File: src/rtl/router_pkt_tx_pkg.sv
// Shared types and constants for the router packet source.
// Header layout, state encoding and header helper.
package router_pkt_tx_pkg;

  localparam int CNT_W = 6;
  localparam int ADDR_LSB = 0;
  localparam int LEN_LSB = 2;
  localparam logic [1:0] ILLEGAL_ADDR = 2'd3;

  typedef enum logic [2:0] {
    ST_IDLE,
    ST_HEADER,
    ST_PAYLOAD,
    ST_PARITY,
    ST_GAP
  } state_t;

  function automatic logic [7:0] mk_header(
    input logic [CNT_W-1:0] len,
    input logic [1:0] addr
  );
    logic [7:0] h;
    h = '0;
    h[LEN_LSB +: CNT_W] = len;
    h[ADDR_LSB +: 2] = addr;
    return h;
  endfunction

endpackage

File: src/rtl/router_pkt_buf.sv
// Payload byte buffer with fill count.
// Writes append at count; reads are combinational.
import router_pkt_tx_pkg::*;

module router_pkt_buf #(
  parameter int MAX_LEN = 63
) (
  input  logic             clock,
  input  logic             resetn,
  input  logic             wr_en,
  input  logic [7:0]       wr_data,
  input  logic             clr,
  input  logic [CNT_W-1:0] rd_idx,
  output logic [7:0]       rd_data,
  output logic [CNT_W-1:0] count,
  output logic             full
);

  localparam logic [CNT_W-1:0] LIMIT = CNT_W'(MAX_LEN);

  logic [7:0] mem [MAX_LEN];
  logic       do_wr;

  assign full  = (count == LIMIT);
  assign do_wr = wr_en && !full;

  // fill count: cleared after a packet completes
  always_ff @(posedge clock or negedge resetn) begin
    if (!resetn)    count <= '0;
    else if (clr)   count <= '0;
    else if (do_wr) count <= count + 1'b1;
  end

  // storage needs no reset; count gates validity
  always_ff @(posedge clock) begin
    if (do_wr) mem[count] <= wr_data;
  end

  // out-of-range index reads as zero
  always_comb begin
    rd_data = '0;
    if (rd_idx < LIMIT) rd_data = mem[rd_idx];
  end

endmodule

File: src/rtl/router_pkt_tx.sv
// Packet source for a router input port.
// Sends header, payload, parity, then an idle gap.
import router_pkt_tx_pkg::*;

module router_pkt_tx #(
  parameter int MAX_LEN = 63,
  parameter int IFG = 3
) (
  input  logic       clock,
  input  logic       resetn,
  input  logic       pay_wr,
  input  logic [7:0] pay_data,
  input  logic       start,
  input  logic [1:0] dest_addr,
  input  logic       inj_err,
  input  logic       busy,
  output logic       pkt_valid,
  output logic [7:0] data_out,
  output logic       tx_active,
  output logic       done,
  output logic       cfg_err,
  output logic       wr_drop
);

  localparam logic [7:0] GAP_LAST = 8'(IFG - 1);

  state_t state_q, state_d;

  logic [7:0]       data_q, data_d;
  logic [7:0]       par_q, par_d;
  logic             pv_q, pv_d;
  logic [CNT_W-1:0] len_q, len_d;
  logic [CNT_W-1:0] idx_q, idx_d;
  logic [1:0]       addr_q, addr_d;
  logic             inj_q, inj_d;
  logic [7:0]       gap_q, gap_d;
  logic             done_q, done_d;
  logic             cerr_q, cerr_d;
  logic             drop_q, drop_d;

  logic [CNT_W-1:0] count;
  logic [CNT_W-1:0] rd_idx;
  logic [7:0]       rd_data;
  logic             full;
  logic             wr_ok;
  logic             buf_clr;
  logic             accept;

  assign accept    = !busy;
  assign tx_active = (state_q != ST_IDLE);
  assign wr_ok     = pay_wr && !tx_active
                  && !full && !start;
  assign rd_idx    = (state_q == ST_PAYLOAD)
                   ? idx_q + 1'b1 : '0;

  assign pkt_valid = pv_q;
  assign data_out  = data_q;
  assign done      = done_q;
  assign cfg_err   = cerr_q;
  assign wr_drop   = drop_q;

  router_pkt_buf #(
    .MAX_LEN (MAX_LEN)
  ) u_buf (
    .clock   (clock),
    .resetn  (resetn),
    .wr_en   (wr_ok),
    .wr_data (pay_data),
    .clr     (buf_clr),
    .rd_idx  (rd_idx),
    .rd_data (rd_data),
    .count   (count),
    .full    (full)
  );

  // next state, presented byte and parity
  always_comb begin
    state_d = state_q;
    data_d  = data_q;
    par_d   = par_q;
    pv_d    = pv_q;
    len_d   = len_q;
    idx_d   = idx_q;
    addr_d  = addr_q;
    inj_d   = inj_q;
    gap_d   = gap_q;
    done_d  = 1'b0;
    cerr_d  = 1'b0;
    buf_clr = 1'b0;
    drop_d  = drop_q | (pay_wr & ~wr_ok);
    unique case (state_q)
      ST_IDLE: begin
        if (start) begin
          if (dest_addr == ILLEGAL_ADDR
              || count == '0) begin
            cerr_d = 1'b1;
          end else begin
            addr_d  = dest_addr;
            len_d   = count;
            inj_d   = inj_err;
            drop_d  = pay_wr;
            data_d  = mk_header(count, dest_addr);
            pv_d    = 1'b1;
            state_d = ST_HEADER;
          end
        end
      end
      ST_HEADER: begin
        if (accept) begin
          par_d   = data_q;
          idx_d   = '0;
          data_d  = rd_data;
          state_d = ST_PAYLOAD;
        end
      end
      ST_PAYLOAD: begin
        if (accept) begin
          par_d = par_q ^ data_q;
          if (idx_q == len_q - 1'b1) begin
            data_d  = par_q ^ data_q
                    ^ {8{inj_q}};
            pv_d    = 1'b0;
            state_d = ST_PARITY;
          end else begin
            idx_d  = idx_q + 1'b1;
            data_d = rd_data;
          end
        end
      end
      ST_PARITY: begin
        if (accept) begin
          done_d  = 1'b1;
          buf_clr = 1'b1;
          data_d  = '0;
          gap_d   = '0;
          state_d = ST_GAP;
        end
      end
      ST_GAP: begin
        if (gap_q == GAP_LAST) state_d = ST_IDLE;
        else gap_d = gap_q + 1'b1;
      end
      default: state_d = ST_IDLE;
    endcase
  end

  // state and output registers
  always_ff @(posedge clock or negedge resetn) begin
    if (!resetn) begin
      state_q <= ST_IDLE;
      data_q  <= '0;
      par_q   <= '0;
      pv_q    <= 1'b0;
      len_q   <= '0;
      idx_q   <= '0;
      addr_q  <= '0;
      inj_q   <= 1'b0;
      gap_q   <= '0;
      done_q  <= 1'b0;
      cerr_q  <= 1'b0;
      drop_q  <= 1'b0;
    end else begin
      state_q <= state_d;
      data_q  <= data_d;
      par_q   <= par_d;
      pv_q    <= pv_d;
      len_q   <= len_d;
      idx_q   <= idx_d;
      addr_q  <= addr_d;
      inj_q   <= inj_d;
      gap_q   <= gap_d;
      done_q  <= done_d;
      cerr_q  <= cerr_d;
      drop_q  <= drop_d;
    end
  end

endmodule

File: config.mk
export PLATFORM = sky130hd
export DESIGN_NAME = router_pkt_tx
export DESIGN_NICKNAME = d
export VERILOG_FILES = /design/src/rtl/router_pkt_tx_pkg.sv /design/src/rtl/router_pkt_buf.sv /design/src/rtl/router_pkt_tx.sv
export SDC_FILE = /design/constraint.sdc
export NUM_CORES = 1
export LEC_CHECK = 0
export CAP_MARGIN = 20
export CORE_ASPECT_RATIO = 0.8
export CORE_MARGIN = 1
export CORE_UTILIZATION = 56
export CTS_CLUSTER_SIZE = 24
export DETAILED_ROUTE_END_ITERATION = 6
export MAX_ROUTING_LAYER = met4
export PLACE_DENSITY = 0.82
export RECOVER_POWER = 25
export SETUP_SLACK_MARGIN = 0.05
export SLEW_MARGIN = 15
export SYNTH_ARGS = -nofsm -noshare
export SYNTH_HDL_FRONTEND = slang
export SYNTH_SLANG_ARGS = --single-unit
File: constraint.sdc
create_clock -name clock -period 3.96 [get_ports clock]
set_clock_uncertainty 0.2 [all_clocks]
set_input_delay 0.792 -clock clock [delete_from_list [all_inputs] [get_ports clock]]
set_output_delay 0.792 -clock clock [all_outputs]
set_load 0.02 [all_outputs]
=== Word level (Yosys, flattened, before mapping) ===
Memories as Yosys holds them, arrays and structs flattened.
Index checks and enable logic that the tools add are counted.
Widths: inputs -> output; s select.

* Bits in registers: 50
* Output and inout port bits: 13
* Input port bits: 16
* Memory bits (writable): 504
* Memories: 1

* Add/subtract/negate cells: 4
* Muxes and demuxes: 43
* Bitwise gates (word level): 6
* Magnitude comparators: 1
* Equal/unequal tests: 17
* Reductions and logical operators: 23

{| class="wikitable"
|+ Memories
! memory !! depth !! bits a word !! read ports !! clocked after Yosys merged registers in !! wr ports !! line !! text
|-
| u_buf.mem || 63 || 8 || 1 || 0 || 1 || router_pkt_buf.sv:21 || <nowiki>logic [7:0] mem [MAX_LEN];</nowiki>
|}

{| class="wikitable"
|+ Operators with widths
! operator !! count
|-
| $mux 8 || 10
|-
| $mux 6 || 6
|-
| $pmux 8 s2 || 2
|-
| $pmux 8 s4 || 1
|-
| $mux 3 || 7
|-
| $ne 2x2->1 const B || 8
|-
| $xor 8x8->8 || 2
|-
| $pmux 3 s5 || 1
|-
| $mux 1 || 14
|-
| $add 6x1->6 const B || 2
|-
| $pmux 6 s2 || 1
|-
| $reduce_and 3->1 || 3
|-
| $add 8x1->8 const B || 1
|-
| $eq 8x2->1 const B || 1
|-
| $reduce_bool 2->1 || 4
|-
| $reduce_and 7->1 || 1
|-
| $eq 3x2->1 const B || 2
|-
| $eq 6x6->1 || 1
|-
| $eq 6x6->1 const B || 1
|-
| $logic_not 6->1 || 1
|-
| $lt 6x6->1 const B || 1
|-
| $reduce_and 6->1 || 1
|-
| $sub 6x1->6 const B || 1
|-
| $reduce_and 5->1 || 1
|-
| other kinds (15) || 21
|}

=== Longest topological paths before layout ===
* Depth after elaboration: 11
* Gate-level depth with buffers: 12

=== Hierarchy ===
From an unflattened synthesis, not the netlist that was laid out.

* Cells, all modules: 1293
* Area, all modules: 22761.8 um^2

{| class="wikitable"
|+ By module, submodules not included
! module !! cells each !! area each (um^2) !! instances
|-
| router_pkt_buf || 1014 || 20094.3 || 1
|-
| router_pkt_tx || 279 || 2667.6 || 1
|}

=== Least setup slack after synthesis ===
Ideal clock, no wire load.

* Path type: reg2reg
* From: register state_q[2]
* To: memory u_buf.mem[40][0] (enable)
* Library setup time: 0.371 ns
* Arrival: 2.337 ns
* Setup slack: 1.052 ns
* Buffers on the path: 0
* Cell stages (with the launch flop): 7
* Data required time: 3.389 ns
* Clock period less this slack: 2.908 ns
* Cell sequence: dfrtp_1 > nor3_1 > inv_1 > or3_1 > a41oi_2 > nand4b_1 > nor2_1

* Longest elaborated chain between the ends: 8

{| class="wikitable"
|+ Ends and longest elaborated chain
! what !! line !! text
|-
| from (decl) || router_pkt_tx.sv:27 || <nowiki>state_t state_q, state_d;</nowiki>
|-
| from (signal assigned) || router_pkt_tx.sv:163 || <nowiki>state_q <= state_d;</nowiki>
|-
| $reduce_bool 3->1 || router_pkt_tx.sv:50 || <nowiki>assign tx_active = (state_q != ST_IDLE);</nowiki>
|-
| named net tx_active || router_pkt_tx.sv:19 || <nowiki>output logic tx_active,</nowiki>
|-
| $logic_not 1->1 || router_pkt_tx.sv:51 || <nowiki>assign wr_ok = pay_wr && !tx_active</nowiki>
|-
| $logic_and 1x1->1 || router_pkt_tx.sv:51 ||
|-
| $logic_and 1x1->1 (2 in series) || router_pkt_tx.sv:52 || <nowiki>&& !full && !start;</nowiki>
|-
| $logic_and 1x1->1 || router_pkt_buf.sv:25 || <nowiki>assign do_wr = wr_en && !full;</nowiki>
|-
| $mux 1 || router_pkt_buf.sv:36 || <nowiki>if (do_wr) mem[count] <= wr_data;</nowiki>
|-
| $mux 1 (not written as such) || router_pkt_buf.sv:36 ||
|-
| to (decl) || router_pkt_buf.sv:21 ||
|}

The timed path passes the listed nets, and every way through them passes these cells.

=== Final worst setup path ===
* From: register state_q[0]
* To: register data_q[6] (netlist: data_out[6])

* Longest elaborated chain between the ends: 7
* Elaborated cells on any way between the ends: 19
* Classes of those cells: 1 x order compare; 8 x eq/ne; 6 x mux; 3 x reduce/logical; 1 x memory

{| class="wikitable"
|+ Ends and longest elaborated chain
! what !! line !! text
|-
| $eq 3x2->1 || router_pkt_tx.sv:53, router_pkt_tx.sv:91 ||
|-
| $mux 6 || router_pkt_tx.sv:54 || <nowiki>? idx_q + 1'b1 : '0;</nowiki>
|-
| $mem_v2 63x8 / $lt 6x6->1 (equally long branches) || - ||
|-
| $mux 8 || router_pkt_buf.sv:42 || <nowiki>if (rd_idx < LIMIT) rd_data = mem[rd_idx];</nowiki>
|-
| $mux 8 || router_pkt_tx.sv:119 || <nowiki>if (idx_q == len_q - 1'b1) begin</nowiki>
|-
| $mux 8 || router_pkt_tx.sv:117 || <nowiki>if (accept) begin</nowiki>
|-
| $pmux 8 s4 || router_pkt_tx.sv:91 || <nowiki>unique case (state_q)</nowiki>
|-
| to (signal assigned) || router_pkt_tx.sv:164 || <nowiki>data_q <= data_d;</nowiki>
|-
| to (decl) || router_pkt_tx.sv:29 || <nowiki>logic [7:0] data_q, data_d;</nowiki>
|}

Several ways; a longest one is shown, not always the timed one. The select of a mux whose other input is x is not followed.
A chain may end at the register's enable or synchronous reset.

==> impl.org <==
** CTS
- TritonCTS built the clock tree.
- The clock passes through at most 3 buffers.
- Clock-pin slew was measured on the worst setup and hold paths at about 0.060 ns.
- CTS H-tree lvls :: 2
- Count of cells resized by post-cts repair :: 0
- CTS buffer count :: 50
- CTS Hold Bufs :: 0
- Clock tree synthesis found a total of about 550 sinks.
- CTS placed an instance of sky130_fd_sc_hd__clkbuf_16 at the clock tree root.
- Worst skew pair latency :: around 0.59 ns
- Number of buffers inserted to repair setup after CTS :: 0

** Floorplanning
- I/O Pins :: 29
- Initial core utilization :: ~57%
- From bottom edge to top edge, the die measures approximately 180 um.
- The die covers roughly 43000 sq um.
- The initialized floorplan defines between 60 and 70 standard-cell rows.
- From left edge to right edge, the die measures between 200 and 250 um.
- Core Area :: around 41000 sq um

** Yosys
- Post-synth design cell area :: around 23000 sq um
- Top flip-flop cell by instance count after synthesis :: sky130_fd_sc_hd__edfxtp_1
- Sequential fraction of the synthesis area :: 70.2%
- Synthesis produced a netlist whose cell count is 1666.
- Counting every net in the synthesized netlist gives between 1500 and 2000.
- Post-synth EDFFs :: about 500
- Async SR Flop Fraction :: a little under a tenth
- In the synthesized netlist, the cells that appear most often are sky130_fd_sc_hd__edfxtp_1, sky130_fd_sc_hd__nand2_1, sky130_fd_sc_hd__nor2_1.
- Number of storage elements in the synthesis netlist :: between 500 and 600
- Area share of the largest cell type after synthesis :: 64.8%
- Post-synthesis cell type with the largest combined area :: sky130_fd_sc_hd__edfxtp_1
- A synthesized cell averages about 14 sq um.
- Number of distinct library cells after synthesis :: 78
- Yosys attributes the largest share of cell area to sky130_fd_sc_hd__edfxtp_1, sky130_fd_sc_hd__dfrtp_1, sky130_fd_sc_hd__nand2_1.
- Warnings from Yosys :: 0
- Among all cell types in the netlist, the one instantiated most often is sky130_fd_sc_hd__edfxtp_1.

** Global routing
- After global routing the overflow that remains totals 0.
- The initial antenna violation count came to 2.
- In the global route stage, overall resource usage came out at between 30 and 40%.
- Global-route wire length before repair :: 98100 um
- The via count of the first global-routing pass was roughly 15000.
- Entering global routing, the biggest net connects 85 pins.

** Place
- Summing all placed instances gives a cell area of approximately 25000 sq um.
- Detailed placement finished with a half-perimeter wire length of slightly above 40000 um.
- Port buffering added 28 buffers.
- Cells after DPL :: roughly 2200
- Routability Congestion :: 1.01
- Worst setup slack before clock tree synthesis :: 0.350 ns

** Finish
- Final Instance Count excl. Fillers :: approximately 2300
- Number of nets in the final layout :: between 1500 and 2000
- With fillers left out, the area of the finished cells amounts to 26400 sq um.
- From synthesis to final layout, the design area changed by 13.1%.
- Share of cells above drive strength 1 :: between 10 and 15%
- Once layout is complete, the utilization of the core stands at 64.6%.

** Routing
- DRC errors left :: 1
- Once detail routing completed, the nets flagged for antenna violations numbered 0.
- WL per Instance :: 28.6 um
- The routed design has ~67000 um of wire.
- Detailed-route vias per instance :: 6.93
- Before antenna repair, the detailed router went through 7 iterations.
- Detailed routing inserted a total of approximately 16000 vias.
- After the first detailed-routing iteration, the DRC count stood at around 3100.

** Power
- After layout, the design draws a total of approximately 18 mW.
- For this design the ratio of total power to cell area is 687 nW/um^2.
- Net switching is between 30% and 40% of the power.
- Total net switching power :: about 6.6 mW
- In this run, the clock network consumes between 20% and 30% of the power.
- Part of the power in combinational logic :: roughly a third
- Leak :: between 8 and 9 nW
- Max rail drop VDD :: approximately 790 uV
- Internal Power :: roughly 12 mW
- Sequential Power Share :: between 30% and 40%

** Worst setup path
- Tracing the worst setup path back leads to its startpoint at state_q[0].
- The worst register-to-register path ends at data_out[6].
- FF-to-FF Start :: state_q[0]
- Critical path capture point type :: flop
- The worst register-to-register path has a setup slack of between 0.03 and 0.04 ns.
- The worst setup path is launched from a flop.
- Of all nets on the critical path, the largest fanout is 16.
- Arrival time at the worst endpoint :: approximately 4.2 ns
- Count of cells along the worst register-to-register path :: 7
- Class of the most critical setup path :: flop to flop
- Required time worst endpoint :: roughly 4.3 ns

** STA
- RSZ-0062 raised after global routing :: false
- Setup slack on the critical path of the routed design comes to roughly 0.03 ns.
- The number of hold-slack violations in the final timing report came to 0.
- Of the available clock period, the critical path in the final layout requires between 90% and 100%.
- Final hold analysis gives a worst-case slack of 0.284 ns.
- The worst pin sits at a relative slew slack of -62.9%.
- Setup violations remaining at the end of the flow were counted as 0.
- Derived from the worst setup path, the maximum achievable clock frequency is 254 MHz.
- Count of pins over their slew limit :: 82
- At the pin with the least slew margin, the transition time is 2.44 ns.
- Minimum clock period :: a little under 4 ns
- Setup tns final :: 0 ns

** Run
- Number of violations of the max-capacitance limit :: 3

** Min path
- The worst hold path belongs to the class flop to flop.
- Start point of the worst min-delay path :: wr_drop
- The worst hold path passes through 2 cells.
- For hold timing, the worst endpoint is wr_drop.

** Outcome
- The flow ran to the end, but the final reports show violations.
- Violations in the final reports :: design-rule violations, max-capacitance violations, max-slew violations
## power groups by stage
stage          registers [mW]  logic, mW  clock network [mW]
3_5_place_dp             7.07       6.03                   0
4_1_cts                  6.95       6.10                4.82
2_1_floorplan            6.94       3.92                   0
6_report                 6.97       6.36                4.82
3_3_place_gp             7.05       5.87                   0
5_1_grt                  6.99       6.59                5.05
## worst max-delay path: stages (launching register included)
cell                       delay (ns)
sky130_fd_sc_hd__dfrtp_1         0.77
sky130_fd_sc_hd__or3b_2          0.30
sky130_fd_sc_hd__nor4b_1         0.09
sky130_fd_sc_hd__a41oi_2         0.95
sky130_fd_sc_hd__o22ai_1         0.47
sky130_fd_sc_hd__a211oi_1        0.59
sky130_fd_sc_hd__nor3_1          0.19
sky130_fd_sc_hd__o31ai_1         0.26
## final cells by class
cell class / count / area [sq um]
Multi-Input combinational cell: 978 / 6470
Sequential cell: 554 / 16400
Clock inverter: 16 / 184
Clock buffer: 73 / 1420
Fill cell: 2767 / 14500
Timing Repair Buffer: 146 / 1200
Antenna cell: 4 / 10.0
Tap cell: 544 / 681
Inverter: 14 / 52.6
## sequential cells by signal, indices dropped and copies added, names as in the netlist
name         cells
u_buf.mem      504
data_out         8
done             1
u_buf.count      6
inj_q            1
par_q            8
cfg_err          1
len_q            6
state_q          3
pkt_valid        1
gap_q            8
wr_drop          1
idx_q            6
## routing by layer
layer,global-route usage (%),vias to the layer above,part of all wire (%)
met1,43.8,7763,36
li1,-,6601,-
met2,45.5,1518,43
met5,-,-,0
met4,13.0,0,4.4
met3,11.2,259,17
## placed cells by master, fill, tap and decap left out, types with 35 or more instances in the layout
cell,instances
sky130_fd_sc_hd__buf_4,102
sky130_fd_sc_hd__dfrtp_1,49
sky130_fd_sc_hd__edfxtp_1,504
sky130_fd_sc_hd__nand2_1,169
sky130_fd_sc_hd__o21ai_0,62
sky130_fd_sc_hd__mux2i_1,52
sky130_fd_sc_hd__a211oi_1,35
sky130_fd_sc_hd__clkbuf_16,53
sky130_fd_sc_hd__a21oi_1,76
sky130_fd_sc_hd__nand3_1,44
sky130_fd_sc_hd__o22ai_1,51
sky130_fd_sc_hd__nor2_1,114
## worst max path at each step
| stage | end | slack [ns] | cells past startpoint |
|---|---|---|---|
| after floorplan | u_buf.mem[40][0] | 1.05 | 6 |
| after global placement | u_buf.mem[20][2] | 0.37 | 6 |
| after detailed placement | u_buf.mem[22][2] | 0.35 | 6 |
| after CTS | data_out[7] | 0.30 | 8 |
| after global routing | data_out[3] | 0.10 | 8 |
| final | data_out[6] | 0.03 | 7 |
## kinds of logic (layout without fill, tap and decap cells)
group	count (synthesis)	after routing	synth area share [%]
buf+inv	134	249	2.50
mux	96	96	5.68
flops	554	554	70.2
other cells	0	4	0
compound gates	386	386	11.0
simple gates	461	461	9.20
xor+xnor	29	29	1.12
fa+ha+maj	6	6	0.321
No activity file was read; power rests on OpenSTA's default activity.
